`src/rtl/spi_reg_master.sv`:
```
// SPI register-access initiator: shifts one 16-bit {rw, addr, wdata} frame out
// on MOSI and collects the last 8 MISO bits into rdata. All four SPI modes are supported.
module spi_reg_master #(
  parameter int CLK_DIV    = 4,
  parameter int ADDR_WIDTH = 4,
  parameter int REG_WIDTH  = 8
) (
  input  logic                  clk,
  input  logic                  rstb,
  input  logic                  ena,
  input  logic [1:0]            mode,
  input  logic                  start,
  input  logic                  rw,
  input  logic [ADDR_WIDTH-1:0] addr,
  input  logic [REG_WIDTH-1:0]  wdata,
  output logic                  busy,
  output logic                  done,
  output logic [REG_WIDTH-1:0]  rdata,
  output logic                  spi_cs_n,
  output logic                  spi_clk,
  output logic                  spi_mosi,
  input  logic                  spi_miso
);
  typedef enum logic [1:0] {IDLE, ACTIVE, HOLD, GAP} state_t;

  localparam logic [7:0] DIV_LAST = 8'(CLK_DIV - 1);
  localparam logic [5:0] EDGES    = 6'd32;

  state_t               state, state_n;
  logic [7:0]           hcnt, hcnt_n;
  logic [5:0]           ecnt, ecnt_n;
  logic [15:0]          sh, sh_n;
  logic [REG_WIDTH-1:0] rx, rx_n, rdata_n;
  logic                 cpol, cpol_n, cpha, cpha_n;
  logic                 busy_n, done_n, cs_n_n, sclk_n, mosi_n;
  logic                 tick;
  logic [5:0]           edge_nxt;
  logic [15:0]          frame;

  assign frame    = {rw, 7'(addr), 8'(wdata)};
  assign tick     = (hcnt == DIV_LAST);
  assign edge_nxt = ecnt + 6'd1;

  always_ff @(posedge clk or negedge rstb) begin
    if (!rstb) begin
      state    <= IDLE;
      hcnt     <= '0;
      ecnt     <= '0;
      sh       <= '0;
      rx       <= '0;
      rdata    <= '0;
      cpol     <= 1'b0;
      cpha     <= 1'b0;
      busy     <= 1'b0;
      done     <= 1'b0;
      spi_cs_n <= 1'b1;
      spi_clk  <= 1'b0;
      spi_mosi <= 1'b0;
    end else begin
      state    <= state_n;
      hcnt     <= hcnt_n;
      ecnt     <= ecnt_n;
      sh       <= sh_n;
      rx       <= rx_n;
      rdata    <= rdata_n;
      cpol     <= cpol_n;
      cpha     <= cpha_n;
      busy     <= busy_n;
      done     <= done_n;
      spi_cs_n <= cs_n_n;
      spi_clk  <= sclk_n;
      spi_mosi <= mosi_n;
    end
  end

  always_comb begin
    state_n = state;
    hcnt_n  = hcnt;
    ecnt_n  = ecnt;
    sh_n    = sh;
    rx_n    = rx;
    rdata_n = rdata;
    cpol_n  = cpol;
    cpha_n  = cpha;
    busy_n  = busy;
    done_n  = done;
    cs_n_n  = spi_cs_n;
    sclk_n  = spi_clk;
    mosi_n  = spi_mosi;
    if (ena) begin
      done_n = 1'b0;
      hcnt_n = tick ? 8'd0 : hcnt + 8'd1;
      // Late capture: MISO is taken in the last cycle before the following toggle,
      // giving a synchronizing target most of a half-period to respond.
      if ((state == ACTIVE || state == HOLD) && tick && ecnt != 6'd0 && (ecnt[0] != cpha))
        rx_n = {rx[REG_WIDTH-2:0], spi_miso};
      case (state)
        IDLE: begin
          sclk_n = mode[1];
          busy_n = 1'b0;
          hcnt_n = 8'd0;
          // The done cycle is already IDLE; blocking it keeps the next accept one cycle later.
          if (start && !done) begin
            state_n = ACTIVE;
            busy_n  = 1'b1;
            cs_n_n  = 1'b0;
            cpol_n  = mode[1];
            cpha_n  = mode[0];
            ecnt_n  = 6'd0;
            if (mode[0]) begin
              sh_n   = frame;
              mosi_n = 1'b0;
            end else begin
              sh_n   = {frame[14:0], 1'b0};
              mosi_n = frame[15];
            end
          end
        end
        ACTIVE: if (tick) begin
          sclk_n = ~spi_clk;
          ecnt_n = edge_nxt;
          if (edge_nxt[0] == cpha && edge_nxt != EDGES) begin
            mosi_n = sh[15];
            sh_n   = {sh[14:0], 1'b0};
          end
          if (edge_nxt == EDGES) state_n = HOLD;
        end
        HOLD: if (tick) begin
          cs_n_n  = 1'b1;
          mosi_n  = 1'b0;
          state_n = GAP;
        end
        GAP: if (tick) begin
          done_n  = 1'b1;
          rdata_n = rx;
          state_n = IDLE;
        end
        default: state_n = IDLE;
      endcase
    end
  end

  // cpol is kept with the rest of the latched frame context for visibility.
  logic unused_cpol;
  assign unused_cpol = cpol;
endmodule

```
`config.mk`:
```
export PLATFORM = sky130hd
export DESIGN_NAME = spi_reg_master
export DESIGN_NICKNAME = d
export VERILOG_FILES = /design/src/rtl/spi_reg_master.sv
export SDC_FILE = /design/constraint.sdc
export NUM_CORES = 1
export LEC_CHECK = 0
export CORE_ASPECT_RATIO = 1.1
export CORE_UTILIZATION = 35
export CTS_CLUSTER_DIAMETER = 60
export DETAILED_ROUTE_END_ITERATION = 10
export GPL_TIMING_DRIVEN = 0
export PLACE_DENSITY = 0.64
export SYNTH_ARGS = -nofsm -noshare
export SYNTH_HDL_FRONTEND = slang
export SYNTH_SLANG_ARGS = --single-unit
```
`constraint.sdc`:
```
create_clock -name clk -period 2.5 [get_ports clk]
set_input_delay 0.375 -clock clk [delete_from_list [all_inputs] [get_ports clk]]
set_output_delay 0.375 -clock clk [all_outputs]
set_load 0.05 [all_outputs]
```
==> results_dict.tcl, run 1 <==
set metrics [dict create \
    synth_sequential_area_ratio_pct 47.9 \
    dr_vias_cell 5.01 \
    finalHoldWorstSlack_ns 0.0714 \
    ys.warnings.count 0 \
    place_ws_ns -0.0754 \
    arithmetic_cell_share_of_the_synthesized_area_counting_full_adders_half_adders_and_majority_gates_pct 3.10 \
    rsz0062_at_grt "false" \
    clock_transition_at_the_register_clock_pins_on_the_worst_setup_and_hold_paths_after_cts_ns 0.10 \
    cellLeakagePower_nw 1.57 \
    portBuffers 31 \
    number_of_design_rule_violations_left_after_detail_routing 0 \
    num-nets-final 329 \
    grt_util_all_layers_pct 15.0 \
    synthCells 263 \
    tritoncts "built" \
    synth.avg_cell_area_um2 10.7 \
    final_cell_mix "sky130_fd_sc_hd__dfrtp_1 (53), sky130_fd_sc_hd__nand2_1 (35), sky130_fd_sc_hd__clkdlybuf4s50_1 (30)" \
    dieHeight_um 96.2 \
    maxCapViolations 0 \
    fin_crit_sh_pct 92.5 \
    num_ports 33 \
    worst-path-max-fanout 10 \
    design_area_um2 3370 \
    setup_violations 0 \
    timing_max_transition_violations_final 0 \
    flow.area_growth_from_synthesis_pct 19.6 \
    cpLargestDelayFamily "compound AO/OA/AOI/OAI gates" \
    clock_sink_count 54 \
    finalWorstSetupSlack_ns 0.188 \
    ctsRootBufferMaster "sky130_fd_sc_hd__clkbuf_8" \
    synth_compound_gate_area_share_pct 10.6 \
    worst_path_largest_cell_delay_ns 0.45 \
    worst_slew_margin_rel_pct 58.6 \
    post_synth_instance_area_um2 2820 \
    detailedRoute.firstIterationViolations 142 \
    floorplan.die_area_um2 8420 \
    route.detailed.wl_per_inst_um 13.5 \
    clock.fmax_mhz 433 \
    first_global_vias 2053 \
    layout-drive-gt1-share_pct 17.8 \
    synth.mux.area_fraction_pct 18.6 \
    synth_enable_flop_cells 0 \
    start_kind "flip-flop" \
    wirelength_mm 5.50 \
    cts_buffer_depth 2 \
    worst_skew_pair.late_latency_ns 0.31 \
    setup_tns_ns 0 \
    count_of_hold_fix_buffers_inserted_at_cts 0 \
    chipWidth_um 87.6 \
    final_period_minus_worst_setup_slack_ns 2.31 \
    synthFlopType "sky130_fd_sc_hd__dfrtp_1" \
    crit_required_ns 2.70 \
    post_synth_num_cell_types 42 \
    layoutNonFillerInstCount 408 \
    first_pass_iters 4 \
    rows 33 \
    master_of_the_slowest_instance_on_the_critical_path "sky130_fd_sc_hd__a221oi_1" \
    placed_area_um2 3280 \
    total_power_mw 2.89 \
    ys_ff_latch 54 \
    grt.overflow.total 0 \
    htreeDepth 2 \
    synth_top_family_by_area "multiplexers" \
    synth_fp_nets 290 \
    hold_viol 0 \
    hold_path.class "primary input to async pin" \
    coreArea_um2 7640 \
    utilization_pct 44.2 \
    async_flop_share_pct 100 \
    worst-r2r-cell-count 6 \
    grt_antenna_before_repair 0 \
    number_of_buffers_added_by_the_clock_tree_synthesis_step 5 \
    cts.repair.resized 0 \
    postRouteAntennaNets 0 \
    criticalPathCategory "flip-flop to flip-flop" \
    cp.depth 6 \
    globalplace.congestion 0.786 \
    grt_first_pass_wirelength_mm 9.74 \
    commonest_non_fill_non_tap_cell_in_the_layout "sky130_fd_sc_hd__dfrtp_1" \
    worstPathCellList "inv_1, ha_1, clkbuf_1, or3_1, a221oi_1, mux2_2" \
    final.setup_skew_ns 0.0100 \
    cp_data_arrival_time_ns 2.51 \
    synthXorXnorAreaFrac_pct 2.17 \
    vdd_drop_max_mv 0.310 \
    timing.critical_path.buf_inv 2 \
    detailed_place_hpwl_mm 4.11 \
    power_per_cell_area_nw_per_um2 857 \
    via_count 2046 \
    cts_post_setup_buffers_inserted 0 \
    crit_path_end_kind "flip-flop" \
    yosys.area_share.simple_pct 13.7 \
    timing.reg2reg.setup_slack_ns 0.19 \
    transition_time_at_the_pin_with_the_least_slew_margin_ns 0.621 \
    floorplan.initialDensity_pct 36.9 \
    largest_net_degree_at_the_start_of_global_routing 30 \
    run_status "completed" \
    dpl_cells 400 \
    n_antenna_cell 0 \
]
## area by class of cell
class | instances | area [µm²]
repair buffers | 32 | 325
plain buffers | 13 | 71.3
flip-flops and latches | 54 | 1350
well taps | 105 | 131
fillers | 754 | 4260
clock inverters | 3 | 25.0
clock buffers | 5 | 68.8
multi-input cells | 185 | 1360
inverters | 11 | 41.3
## layer usage
layer  track usage [%]  vias up  wire (µm)
li1                  -     1001          -
met1              19.8     1013       2580
met2              24.7       26       2690
met3              2.57        6        132
met4              5.74        0         93
met5                 0        -          0
## flip-flops by register name (all words and copies together) (netlist names)
name,flops
sh,16
hcnt,8
rdata,8
rx,8
ecnt,6
state,2
busy,1
cpha,1
done,1
spi_clk,1
spi_cs_n,1
spi_mosi,1
## worst register-to-register path, delay by kind of cell (launching register included)
family                   cells  cell delay [ns]
adder cells (fa/ha/maj)      1             0.21
AND/OR/NAND/NOR              1             0.42
buffers and inverters        2             0.33
flip-flops                   1             0.40
multiplexers                 1             0.39
AO/OA/AOI/OAI                1             0.45
## cell usage after synthesis, types with 2 or more instances
| master | n | area (µm²) |
|---|---|---|
| sky130_fd_sc_hd__nand3_1 | 10 | 50.1 |
| sky130_fd_sc_hd__mux2_2 | 23 | 259 |
| sky130_fd_sc_hd__inv_1 | 11 | 41.3 |
| sky130_fd_sc_hd__dfrtp_1 | 53 | 1330 |
| sky130_fd_sc_hd__xor2_1 | 7 | 61.3 |
| sky130_fd_sc_hd__a21oi_1 | 3 | 15.0 |
| sky130_fd_sc_hd__nand2_1 | 35 | 131 |
| sky130_fd_sc_hd__mux2_4 | 9 | 135 |
| sky130_fd_sc_hd__o21ai_0 | 23 | 115 |
| sky130_fd_sc_hd__buf_2 | 3 | 15.0 |
| sky130_fd_sc_hd__ha_1 | 7 | 87.6 |
| sky130_fd_sc_hd__nand4_1 | 6 | 37.5 |
| sky130_fd_sc_hd__nand3b_1 | 2 | 15.0 |
| sky130_fd_sc_hd__buf_1 | 2 | 7.51 |
| sky130_fd_sc_hd__mux2i_1 | 13 | 130 |
| sky130_fd_sc_hd__clkbuf_1 | 7 | 26.3 |
| sky130_fd_sc_hd__o211ai_1 | 3 | 22.5 |
| sky130_fd_sc_hd__nor2_1 | 17 | 63.8 |
| sky130_fd_sc_hd__or3_1 | 2 | 12.5 |
| sky130_fd_sc_hd__and3_1 | 5 | 31.3 |
## where the power goes
part / total [mW] / switching (mW) / internal [mW]
Sequential: 1.27 / 0.180 / 1.09
Clock: 0.503 / 0.300 / 0.203
Combinational: 1.12 / 0.617 / 0.503
## worst paths after layout
path | start | to
max | state[1]$_DFFE_PN0P_ | state[1]$_DFFE_PN0P_
min | rstb | sh[0]$_DFFE_PN0P_
max reg2reg | state[1]$_DFFE_PN0P_ | state[1]$_DFFE_PN0P_
min reg2reg | rx[7]$_DFFE_PN0P_ | rdata[7]$_DFFE_PN0P_
max in group asynchronous | rstb | spi_cs_n$_DFFE_PN1P_
min in group clk | rx[7]$_DFFE_PN0P_ | rdata[7]$_DFFE_PN0P_
## kinds of logic (layout without fill, tap and decap cells)
kind of cell	after synthesis	in the layout
and+or+nand+nor	83	83
DFF	54	54
muxes	45	45
AOI/OAI and AO/OA	43	43
buffers and inverters	24	64
adders and majority gates	7	7
xor gates and xnor gates	7	7
No activity file was read; power rests on OpenSTA's default activity.
==> inputs of run 2 (changes only) <==
--- a/config.mk
+++ b/config.mk
@@ -9,6 +9,7 @@
 export CORE_UTILIZATION = 35
 export CTS_CLUSTER_DIAMETER = 60
 export DETAILED_ROUTE_END_ITERATION = 10
+export GPL_ROUTABILITY_DRIVEN = 0
 export GPL_TIMING_DRIVEN = 0
 export PLACE_DENSITY = 0.64
 export SYNTH_ARGS = -nofsm -noshare
==> results of run 2 <==
No change in the layout: final DEF, timing and power equal those of run 1.
==> inputs of run 3 (changes only) <==
--- a/config.mk
+++ b/config.mk
@@ -5,6 +5,7 @@
 export SDC_FILE = /design/constraint.sdc
 export NUM_CORES = 1
 export LEC_CHECK = 0
+export CAP_MARGIN = 15
 export CORE_ASPECT_RATIO = 1.1
 export CORE_UTILIZATION = 35
 export CTS_CLUSTER_DIAMETER = 60
==> results of run 3 <==
No change in the layout: final DEF, timing and power equal those of run 1.
